$ cat src/rtl/dac_spi_tx.sv
// SPI mode-0 transmitter for the sensor-bias DAC: one word per valid/ready
// handshake, MSB first, with programmable chip-select setup, hold and gap times.
module dac_spi_tx #(
  parameter int WORD_W   = 24,
  parameter int CLK_DIV  = 4,
  parameter int CS_SETUP = 2,
  parameter int CS_HOLD  = 2,
  parameter int CS_GAP   = 4
) (
  input  logic              dac_clk,
  input  logic              rst_n,
  input  logic [WORD_W-1:0] word_i,
  input  logic              word_valid_i,
  output logic              word_ready_o,
  output logic              busy_o,
  output logic              done_o,
  output logic              dac_sck_o,
  output logic              dac_cs_n_o,
  output logic              dac_mosi_o
);

  localparam int MAX_AB = (CLK_DIV > CS_SETUP) ? CLK_DIV : CS_SETUP;
  localparam int MAX_CD = (CS_HOLD > CS_GAP) ? CS_HOLD : CS_GAP;
  localparam int MAX_C  = (MAX_AB > MAX_CD) ? MAX_AB : MAX_CD;
  localparam int CNT_W  = $clog2(MAX_C + 1);
  localparam int BIT_W  = $clog2(WORD_W + 1);

  typedef enum logic [2:0] {IDLE, SETUP, SHIFT, HOLD, GAP} state_e;

  state_e             state_q, state_d;
  logic [CNT_W-1:0]   cnt_q, cnt_d;
  logic [BIT_W-1:0]   bit_cnt_q, bit_cnt_d;
  logic               phase_q, phase_d;
  logic [WORD_W-1:0]  shreg_q, shreg_d;
  logic               sck_q, sck_d;
  logic               cs_n_q, cs_n_d;
  logic               mosi_q, mosi_d;
  logic               ready_q, ready_d;
  logic               busy_q, busy_d;
  logic               done_q, done_d;

  // Outputs are derived from the next state so every pin comes straight off a flop.
  always_comb begin
    state_d   = state_q;
    cnt_d     = cnt_q;
    bit_cnt_d = bit_cnt_q;
    phase_d   = phase_q;
    shreg_d   = shreg_q;
    case (state_q)
      IDLE: begin
        if (word_valid_i && ready_q) begin
          state_d   = SETUP;
          shreg_d   = word_i;
          cnt_d     = '0;
          bit_cnt_d = BIT_W'(WORD_W);
          phase_d   = 1'b0;
        end
      end
      SETUP: begin
        if (cnt_q == CNT_W'(CS_SETUP - 1)) begin
          state_d = SHIFT;
          cnt_d   = '0;
        end else begin
          cnt_d = cnt_q + CNT_W'(1);
        end
      end
      SHIFT: begin
        if (cnt_q == CNT_W'(CLK_DIV - 1)) begin
          cnt_d = '0;
          if (!phase_q) begin
            phase_d = 1'b1;
          end else if (bit_cnt_q == BIT_W'(1)) begin
            state_d = HOLD;
            phase_d = 1'b0;
          end else begin
            // New low phase: advance to the next bit while SCK is low.
            phase_d   = 1'b0;
            bit_cnt_d = bit_cnt_q - BIT_W'(1);
            shreg_d   = shreg_q << 1;
          end
        end else begin
          cnt_d = cnt_q + CNT_W'(1);
        end
      end
      HOLD: begin
        if (cnt_q == CNT_W'(CS_HOLD - 1)) begin
          state_d = GAP;
          cnt_d   = '0;
        end else begin
          cnt_d = cnt_q + CNT_W'(1);
        end
      end
      GAP: begin
        if (cnt_q == CNT_W'(CS_GAP - 1)) begin
          state_d = IDLE;
          cnt_d   = '0;
        end else begin
          cnt_d = cnt_q + CNT_W'(1);
        end
      end
      default: state_d = IDLE;
    endcase

    cs_n_d  = !(state_d inside {SETUP, SHIFT, HOLD});
    sck_d   = (state_d == SHIFT) && phase_d;
    mosi_d  = cs_n_d ? 1'b0 : shreg_d[WORD_W-1];
    ready_d = (state_d == IDLE);
    busy_d  = (state_d != IDLE);
    done_d  = (state_q == HOLD) && (state_d == GAP);
  end

  always_ff @(posedge dac_clk or negedge rst_n) begin
    if (!rst_n) begin
      state_q   <= IDLE;
      cnt_q     <= '0;
      bit_cnt_q <= '0;
      phase_q   <= 1'b0;
      shreg_q   <= '0;
      sck_q     <= 1'b0;
      cs_n_q    <= 1'b1;
      mosi_q    <= 1'b0;
      ready_q   <= 1'b0;
      busy_q    <= 1'b0;
      done_q    <= 1'b0;
    end else begin
      state_q   <= state_d;
      cnt_q     <= cnt_d;
      bit_cnt_q <= bit_cnt_d;
      phase_q   <= phase_d;
      shreg_q   <= shreg_d;
      sck_q     <= sck_d;
      cs_n_q    <= cs_n_d;
      mosi_q    <= mosi_d;
      ready_q   <= ready_d;
      busy_q    <= busy_d;
      done_q    <= done_d;
    end
  end

  assign word_ready_o = ready_q;
  assign busy_o       = busy_q;
  assign done_o       = done_q;
  assign dac_sck_o    = sck_q;
  assign dac_cs_n_o   = cs_n_q;
  assign dac_mosi_o   = mosi_q;

endmodule

$ cat config.mk
export PLATFORM = sky130hd
export DESIGN_NAME = dac_spi_tx
export DESIGN_NICKNAME = d
export VERILOG_FILES = /design/src/rtl/dac_spi_tx.sv
export SDC_FILE = /design/constraint.sdc
export NUM_CORES = 1
export LEC_CHECK = 0
export ABC_AREA = 1
export CAP_MARGIN = 20
export CORE_MARGIN = 4
export CORE_UTILIZATION = 47
export DETAILED_ROUTE_END_ITERATION = 8
export GPL_TIMING_DRIVEN = 0
export HOLD_SLACK_MARGIN = 0.06
export PLACE_DENSITY_LB_ADDON = 0.25
export SYNTH_ARGS = -nofsm -noshare
export SYNTH_HDL_FRONTEND = slang
export SYNTH_SLANG_ARGS = --single-unit
$ cat constraint.sdc
create_clock -name dac_clk -period 1.55 [get_ports dac_clk]
set_input_delay 0.31 -clock dac_clk [delete_from_list [all_inputs] [get_ports dac_clk]]
set_output_delay 0.31 -clock dac_clk [all_outputs]
set_load 0.05 [all_outputs]
# After elaboration in Yosys (flattened, before gate mapping)
# Index checks and enable logic that the tools add are counted.
totals:
  mem_bits_ro: 0
  out_inout_bits: 6
  mem_bits_rw: 0
  regBits: 42
  elab_cells: 70
  latch_bits: 0
  memories: 0
op_classes:
  mul: 0
  shift: 0
  div: 0
  n_eq_ne: 15
  muxes: 27
  n_reduce_logical: 14
  bitwise: 0
  order_cmp: 0
  n_addsub: 2
ops:
  columns: ["cell", "count"]
  rows:
  - ["$mux 24", 4]
  - ["$pmux 24 s2", 1]
  - ["$mux 3", 10]
  - ["$mux 5", 4]
  - ["$eq 3x2->1 const B", 5]
  - ["$pmux 3 s5", 1]
  - ["$pmux 5 s2", 1]
  - ["$eq 3x1->1 const B", 3]
  - ["$pmux 3 s3", 1]
  - ["$reduce_bool 3->1", 3]
  - ["$ne 2x2->1 const B", 4]
  - ["$eq 3x3->1 const B", 2]
  - ["$logic_not 3->1", 2]
  - ["$eq 5x1->1 const B", 1]
  - ["$reduce_and 5->1", 1]
  - ["$sub 5x1->5 const B", 1]
  - ["$mux 1", 4]
  - ["$reduce_or 2->1", 2]
  - ["$add 3x1->3 const B", 1]
  - ["$logic_and 1x1->1", 3]
  - ["$pmux 1 s2", 1]
  - ["$reduce_and 2->1", 1]
  - ["$reduce_bool 2->1", 1]
  - ["$logic_not 1->1", 1]

# Depth between registers and ports, before layout
# Gate-level depths: netlist (run 1).
depth:
  depth_word: 8
  mapped_depth: 11
  depth_no_buf: 11

# Least setup slack after synthesis (run 1)
# Ideal clock, no wire load.
synth_path:
  path_kind: "reg2reg"
  startpoint: "register cnt_q[0]"
  endpoint: "register shreg_q[10]"
  arrival_ns: 1.370
  setup_slack_ns: 0.056
  stages_incl_launch_ff: 10
  required_time_ns: 1.426
  setup_ns: 0.124
  period_less_slack_ns: 1.494
  path_cell_list: "dfrtp_1 ha_1 ha_1 nand2_1 inv_1 nand3_4 inv_2 buf_4 nand2_1 nand3_1"
synth_via:
  elab_chain_len: 3
synth_rtl:
  columns: ["item", "line_no", "text"]
  rows:
  - ["start, declared", "31", "logic [CNT_W-1:0] cnt_q, cnt_d;"]
  - ["start signal, assigned", "127", "cnt_q <= cnt_d;"]
  - ["$eq 3x2->1", "68", "if (cnt_q == CNT_W'(CLK_DIV - 1)) begin"]
  - ["$ne 2x2->1 (no line)", null, null]
  - ["$reduce_and 5->1 (no line)", null, null]
  - ["end signal, assigned", "130", "shreg_q <= shreg_d;"]
  - ["end, declared", "34", "logic [WORD_W-1:0] shreg_q, shreg_d;"]
# Every way passes these cells.
# A chain may end at the register's enable or synchronous reset.

# Final worst setup path (run 1)
layout_path:
  startpoint: "register cnt_q[1]"
  endpoint: "register shreg_q[16]"
# The elaborated chain is that of the path after synthesis.

==> results of run 1 <==
[how the worst max path moves through the flow]
stage	start	end	cells after the start
detailed placement	cnt_q[0]	shreg_q[3]	10
global placement	rst_n	shreg_q[5]	1
global route	cnt_q[1]	shreg_q[16]	10
floorplan	cnt_q[0]	shreg_q[10]	9
CTS	cnt_q[2]	shreg_q[2]	10
finish	cnt_q[1]	shreg_q[16]	10
[synthesized netlist by cell type, drive strengths merged]
cell / count / area [um^2]
a21oi: 3 / 15.0
buf: 6 / 60.1
dfrtp: 41 / 1030
dfstp: 1 / 26.3
ha: 6 / 75.1
inv: 27 / 104
nand2: 96 / 368
nand3: 34 / 200
nand4: 3 / 18.8
nor2: 15 / 56.3
nor3: 2 / 10.0
o21ai: 8 / 40.0
o22ai: 1 / 6.26
xnor2: 2 / 17.5
xor2: 1 / 8.76
[stage by stage]
stage | TNS (ns) | setup WS [ns] | cells
6_report | 0 | 0.0448 | 347
5_1_grt | -1.07 | -0.0537 | 347
4_1_cts | 0 | 0.0192 | 340
3_5_place_dp | -2.95 | -0.140 | 329
3_3_place_gp | -39.07 | -0.899 | 328
2_1_floorplan | 0 | 0.0561 | 246
[worst register-to-register path: stages, from the launching register on]
cell,delay (ns)
dfrtp_1,0.42
ha_4,0.18
ha_4,0.15
nand2_2,0.05
inv_2,0.08
nand3_4,0.10
nand2_4,0.11
inv_8,0.05
clkbuf_16,0.15
nand2_2,0.06
nand3_2,0.05
[area by class of cell]
cell class                 count  area [um^2]
multi-input combinational    171          973
clock buffer                   6         72.6
tap                           50         62.6
timing repair inverter         1         6.26
timing repair buffer          42          422
fill                         339         1300
clock inverter                 2         13.8
sequential                    42         1050
buffer                         6         71.3
inverter                      27          109
[state kept, by name, summed over array words and instances, names as in the netlist]
| register | cells |
|---|---|
| done_o | 1 |
| dac_cs_n_o | 1 |
| busy_o | 1 |
| dac_sck_o | 1 |
| phase_q | 1 |
| state_q | 3 |
| cnt_q | 3 |
| word_ready_o | 1 |
| bit_cnt_q | 5 |
| shreg_q | 24 |
| dac_mosi_o | 1 |
[cell families (layout without fill, tap and decap cells)]
group / count (synthesis) / count (layout) / share of synthesized area
buffers and inverters: 33 / 84 / 0.0807
xor gates and xnor gates: 3 / 3 / 0.0129
and+or+nand+nor: 150 / 150 / 0.321
adders and majority gates: 6 / 6 / 0.0369
AOI/OAI and AO/OA: 12 / 12 / 0.0302
DFF: 42 / 42 / 0.518
[timing repair]
item,4_1_cts,5_1_grt
setup endpoints to repair,33,34
pin swaps,1,8
setup buffers,2,4
hold endpoints to repair,7,0
hold buffers,1,0
gates cloned,0,3
gates resized for setup,13,53
[where the power goes]
group          leakage, uW  internal, uW  total (uW)  switching [uW]
Clock            0.0000452           318         708             390
Combinational     0.000810           962        2340            1380
Sequential        0.000523          1610        1970             362
Total              0.00138          2890        5020            2130
[layer usage]
metal	vias up	track usage	share of wire
met1	827	0.221	0.46
li1	875	-	-
met4	0	0.0724	0.018
met5	-	0	0
met3	5	0.0602	0.050
met2	31	0.265	0.47
==> impl_summary.txt, run 1 <==
----------------------------------------------------
[Final layout]
  Relative area change from synthesis to final layout ... 36.9%
  Leading cell type in the layout, fill and taps excluded ... nand2_1
  Post-route standard cell area excluding fillers ... 0.00278 mm^2
  Commonest cells after routing, fill and taps aside ... nand2_1, dfrtp_1, clkdlybuf4s50_1
  Antenna diode count ... 0
  Post-layout utilization of the core ... 0.681
  Number of nets at the end of the flow ... 329
  Share of layout cells above drive strength 1 ... 0.269

[Die]
  Die extent in y ... 73.8 um
  Die W ... 73.8 um
  Count of pins on the block boundary ... 33
  Starting Density ... 0.497
  Die Outline Area ... 0.00544 mm^2
  Num rows ... 23
  Core footprint ... 0.00409 mm^2

[Setup path]
  Critical path class ... register to register
  Element type at the critical path end ... register
  Cell class contributing the biggest share of worst-path delay ... flip-flops
  End of the worst register-to-register path ... shreg_q[16]
  Reg2reg setup slack ... 0.04 ns
  Total buffers and inverters traversed by the critical path ... 3
  Reg2reg start ... cnt_q[1]
  Data arrival, critical path ... 1.70 ns
  CP Launch Type ... register
  Max stage delay on crit path ... 0.42 ns
  CP cell instances ... ha_4 -> ha_4 -> nand2_2 -> inv_2 -> nand3_4 -> nand2_4 -> inv_8 -> clkbuf_16 -> nand2_2 -> nand3_2
  Worst Path Max Fanout ... 5
  Worst Reg2Reg Path Length in Cells ... 10
  Crit-path slowest cell ... dfrtp_1
  CP Data Required Time ... 1.74 ns

[Drt]
  Iteration count of the initial detailed-routing pass ... 4
  Routed wirelength normalized by instance count ... 12.6 um
  Antenna Nets Post-Route ... 0
  First-iteration detailed-routing DRC count ... 98
  Wirelength, routed ... 4370 um
  Via-per-instance ratio ... 5.01
  Total vias in the final route ... 1738
  Number of remaining DRC errors ... 0

[STA]
  Final-report setup violation count ... 0
  Rel. slew slack ... 0.671
  Share of the clock period used by the worst path after layout ... 0.971
  Achievable clock frequency ... 664 MHz
  Minimum clock period after layout ... 1.51 ns
  Worst setup skew after layout ... 0.00534 ns
  Final-report max-slew violation count ... 0
  Final Hold Fails ... 0
  Worst Hold Slack ... 0.385 ns
  Slew @ Worst Pin ... 0.496 ns
  RSZ-0062 raised after global routing ... true

[Clock tree]
  Clock Tree Buf Depth ... 2
  Sinks on Clock Net ... 42
  Cts bufs inserted ... 5
  CTS tree ... yes
  CTS clock-pin slew for the worst setup and hold paths ... 0.08 ns
  Htree depth ... 2
  Later-pin clock latency in the skew report ... 0.30 ns
  Clock root cell ... clkbuf_8

[Synthesis]
  Portion of the post-synthesis area used by sequential elements ... 0.518
  Nets in the synthesized netlist ... 279
  Number of unique standard cell types used by synthesis ... 21
  Post-Syn Area ... 0.00203 mm^2
  Register bit count reported by yosys ... 42
  Number of synthesis warnings ... 0
  Post-Synthesis Mean Instance Area ... 8.26 um^2
  Count of mapped cells out of synthesis ... 246

[Power]
  Leak Pwr ... 0.00138 uW
  Pwr dens ... 1800 mW/mm^2
  Worst-case vdd ir drop ... 1.06 mV
  Final Power ... 5020 uW

[Placement]
  Routability Congestion ... 0.832
  Post-Place Cell Area ... 0.00243 mm^2
  Detailed-placement wirelength estimate ... 2880 um
  Number of input and output port buffers inserted ... 32

[Status]
  Result of the run ... complete, no violations

[Global routing]
  First-pass GRT wire length ... 7040 um
  Number of antenna violations at the first check in global routing ... 0
  Overall global routing resource usage ... 0.173
  GRT overflow ... 0
  Vias in the first global route ... 1609
  Largest net degree at the start of global routing ... 36

[Worst hold path]
  HP Class ... input pin to asynchronous set/reset pin

[Job]
  Max-capacitance violation count ... 0

----------------------------------------------------
No activity file was read; power rests on OpenSTA's default activity.
==> run 2: changes to the inputs <==
CORE_MARGIN = not set   (was 4)
SKIP_CTS_REPAIR_TIMING = 1   (was not set)
==> impl_summary.txt, run 2 (synthesis gave the netlist of run 1 again) <==
----------------------------------------------------
[Status]
  Result of the run ... complete, but fails checks (was complete, no violations)
  Failing checks ... setup timing

[Die]
  Count of pins on the block boundary ... 33 (unchanged)
  Die Outline Area ... 0.00459 mm^2 (was 0.00544 mm^2)
  Starting Density ... 0.497 (unchanged)
  Die extent in y ... 67.8 um (was 73.8 um)
  Die W ... 67.8 um (was 73.8 um)
  Core footprint ... 0.00409 mm^2 (unchanged)
  Num rows ... 23 (unchanged)

[Power]
  Net switching component of the power ... 2300 uW (was 2130 uW)
  Sequential share of power ... 0.377 (was 0.393)
  Worst-case vdd ir drop ... 1.57 mV (was 1.06 mV)
  Fraction of power spent switching nets ... 0.429 (was 0.424)
  Clock network fraction of total power ... 0.139 (was 0.141)
  Cell-internal power ... 3070 uW (was 2890 uW)
  Final Power ... 5370 uW (was 5020 uW)
  Leak Pwr ... 0.00151 uW (was 0.00138 uW)
  Pwr dens ... 1810 mW/mm^2 (was 1800 mW/mm^2)
  Relative contribution of combinational cells to total power ... 0.484 (was 0.466)

[Drt]
  Number of remaining DRC errors ... 0 (unchanged)
  First-iteration detailed-routing DRC count ... 97 (was 98)
  Wirelength, routed ... 4600 um (was 4370 um)
  Routed wirelength normalized by instance count ... 13.1 um (was 12.6 um)
  Sum of routed wire segments on met1 ... 2080 um (was 2000 um)
  DR WL met2 ... 2260 um (was 2070 um)
  Iteration count of the initial detailed-routing pass ... 5 (was 4)
  Highest signal layer in the routed design ... met4 (unchanged)
  Via-per-instance ratio ... 5.05 (was 5.01)
  Met3 wire len ... 194 um (was 219 um)
  Antenna Nets Post-Route ... 0 (unchanged)
  Total vias in the final route ... 1778 (was 1738)

[STA]
  Worst setup skew after layout ... 0.00554 ns (was 0.00534 ns)
  Worst Hold Slack ... 0.435 ns (was 0.385 ns)
  Achievable clock frequency ... 642 MHz (was 664 MHz)
  Minimum clock period after layout ... 1.56 ns (was 1.51 ns)
  Fin worst setup slack ... -0.00846 ns (was 0.0448 ns)
  Final-report max-slew violation count ... 0 (unchanged)
  Final-report setup violation count ... 2 (was 0)
  Share of the clock period used by the worst path after layout ... 1.01 (was 0.971)
  Rel. slew slack ... 0.664 (was 0.671)
  Final Hold Fails ... 0 (unchanged)
  RSZ-0062 raised after global routing ... true (unchanged)
  Slew @ Worst Pin ... 0.502 ns (was 0.496 ns)

[Final layout]
  Share of layout cells above drive strength 1 ... 0.305 (was 0.269)
  Leading cell type in the layout, fill and taps excluded ... nand2_1 (unchanged)
  Antenna diode count ... 0 (unchanged)
  Largest registers in the final layout ... shreg_q: 24 flops, bit_cnt_q: 5 flops (unchanged)
  Relative area change from synthesis to final layout ... 45.7% (was 36.9%)
  Register with the most flip-flops ... shreg_q (unchanged)
  Number of nets at the end of the flow ... 334 (was 329)
  Largest register FFs ... 24 (unchanged)
  Count of placed standard cells in the final layout, fillers left out ... 352 (was 347)
  Post-layout utilization of the core ... 0.724 (was 0.681)
  Commonest cells after routing, fill and taps aside ... nand2_1, dfrtp_1, clkdlybuf4s50_1 (unchanged)

[Clock tree]
  CTS clock-pin slew for the worst setup and hold paths ... 0.09 ns (was 0.08 ns)
  Htree depth ... 2 (unchanged)
  CTS tree ... yes (unchanged)
  Clock Tree Buf Depth ... 2 (unchanged)
  Sinks on Clock Net ... 42 (unchanged)
  Later-pin clock latency in the skew report ... 0.30 ns (about the same)
  Cts bufs inserted ... 5 (unchanged)
  Clock root cell ... clkbuf_8 (unchanged)

[Global routing]
  First-pass GRT wire length ... 6010 um (was 7040 um)
  GRT overflow ... 0 (unchanged)
  Overall global routing resource usage ... 0.178 (was 0.173)
  Largest net degree at the start of global routing ... 30 (was 36)
  Vias in the first global route ... 1378 (was 1609)
  Number of antenna violations at the first check in global routing ... 0 (unchanged)

[Setup path]
  Critical path class ... register to register (unchanged)
  CP Data Required Time ... 1.74 ns (about the same)
  Worst Path Max Fanout ... 5 (unchanged)
  Data arrival, critical path ... 1.75 ns (was 1.70 ns)
  Element type at the critical path end ... register (unchanged)
  CP Launch Type ... register (unchanged)

[Placement]
  Number of placed instances, taps included ... 329 (unchanged)
  Number of input and output port buffers inserted ... 32 (unchanged)
  Detailed-placement wirelength estimate ... 2650 um (was 2880 um)
  Setup Slack @ Placement ... -0.125 ns (was -0.140 ns)
  Routability Congestion ... 0.860 (was 0.832)

[Worst hold path]
  HP Class ... input pin to asynchronous set/reset pin (unchanged)

[Job]
  Max-capacitance violation count ... 0 (unchanged)

----------------------------------------------------
## run 2: cell types whose count changed in the layout (fill, tap and decap cells not counted), moves of 4 or more
cell            previous run  this run
nand2_2                   22        17
nand2_4                    2         8
inv_2                      9         5
dlymetal6s2s_1             0         5
nand3_1                   18        12
buf_4                      6        10
dlygate4sd2_1              5         0
nand3_2                   14        19
## run 2: worst paths after layout
kind	startpoint	endpoint	slack [ns]	cells after the start
max in group asynchronous	rst_n	dac_cs_n_o	0.57	3
max	cnt_q[0]	shreg_q[6]	-0.008	10
min in group dac_clk	shreg_q[19]	shreg_q[19]	0.49	2
min	rst_n	shreg_q[16]	0.44	2
min reg2reg	shreg_q[19]	shreg_q[19]	0.49	2
max reg2reg	cnt_q[0]	shreg_q[6]	-0.008	10
## run 2: through the flow
stage                     setup TNS [ns]  instance area (um^2)
after floorplan                        0                  2030
after global placement            -38.82                  2410
after detailed placement           -2.44                  2430
after CTS                          -3.95                  2520
after global routing               -1.26                  2960
final                            -0.0127                  2960
## run 2: cell type report
class,instances,area [um^2]
Fill cell,314,1130
Multi-Input combinational cell,171,1060
Sequential cell,42,1050
Timing Repair Buffer,47,489
Inverter,27,119
Buffer,6,75.1
Clock buffer,5,68.8
Tap cell,50,62.6
Clock inverter,3,25.0
Timing Repair inverter,1,8.76
## run 2: critical path, cell delays in order, from the launching register on
cell	delay, ns
dfrtp_1	0.41
ha_4	0.18
ha_4	0.14
nand2_2	0.05
inv_2	0.08
nand3_4	0.11
nand2_8	0.12
clkinv_8	0.07
clkbuf_16	0.17
nand2_4	0.06
nand3_2	0.05
## run 2: layer usage
metal | vias up | track usage
li1 | 887 | -
met1 | 836 | 0.248
met2 | 47 | 0.261
met3 | 8 | 0.0490
met4 | 0 | 0.0638
met5 | - | 0
## run 2: power by group through the flow
stage / clock, uW / sequential (uW) / combinational, uW
after global placement: 0 / 1920 / 1880
after floorplan: 0 / 2090 / 1230
after detailed placement: 0 / 1920 / 1920
after global routing: 799 / 2080 / 2850
final: 748 / 2020 / 2600
after CTS: 761 / 1910 / 1930
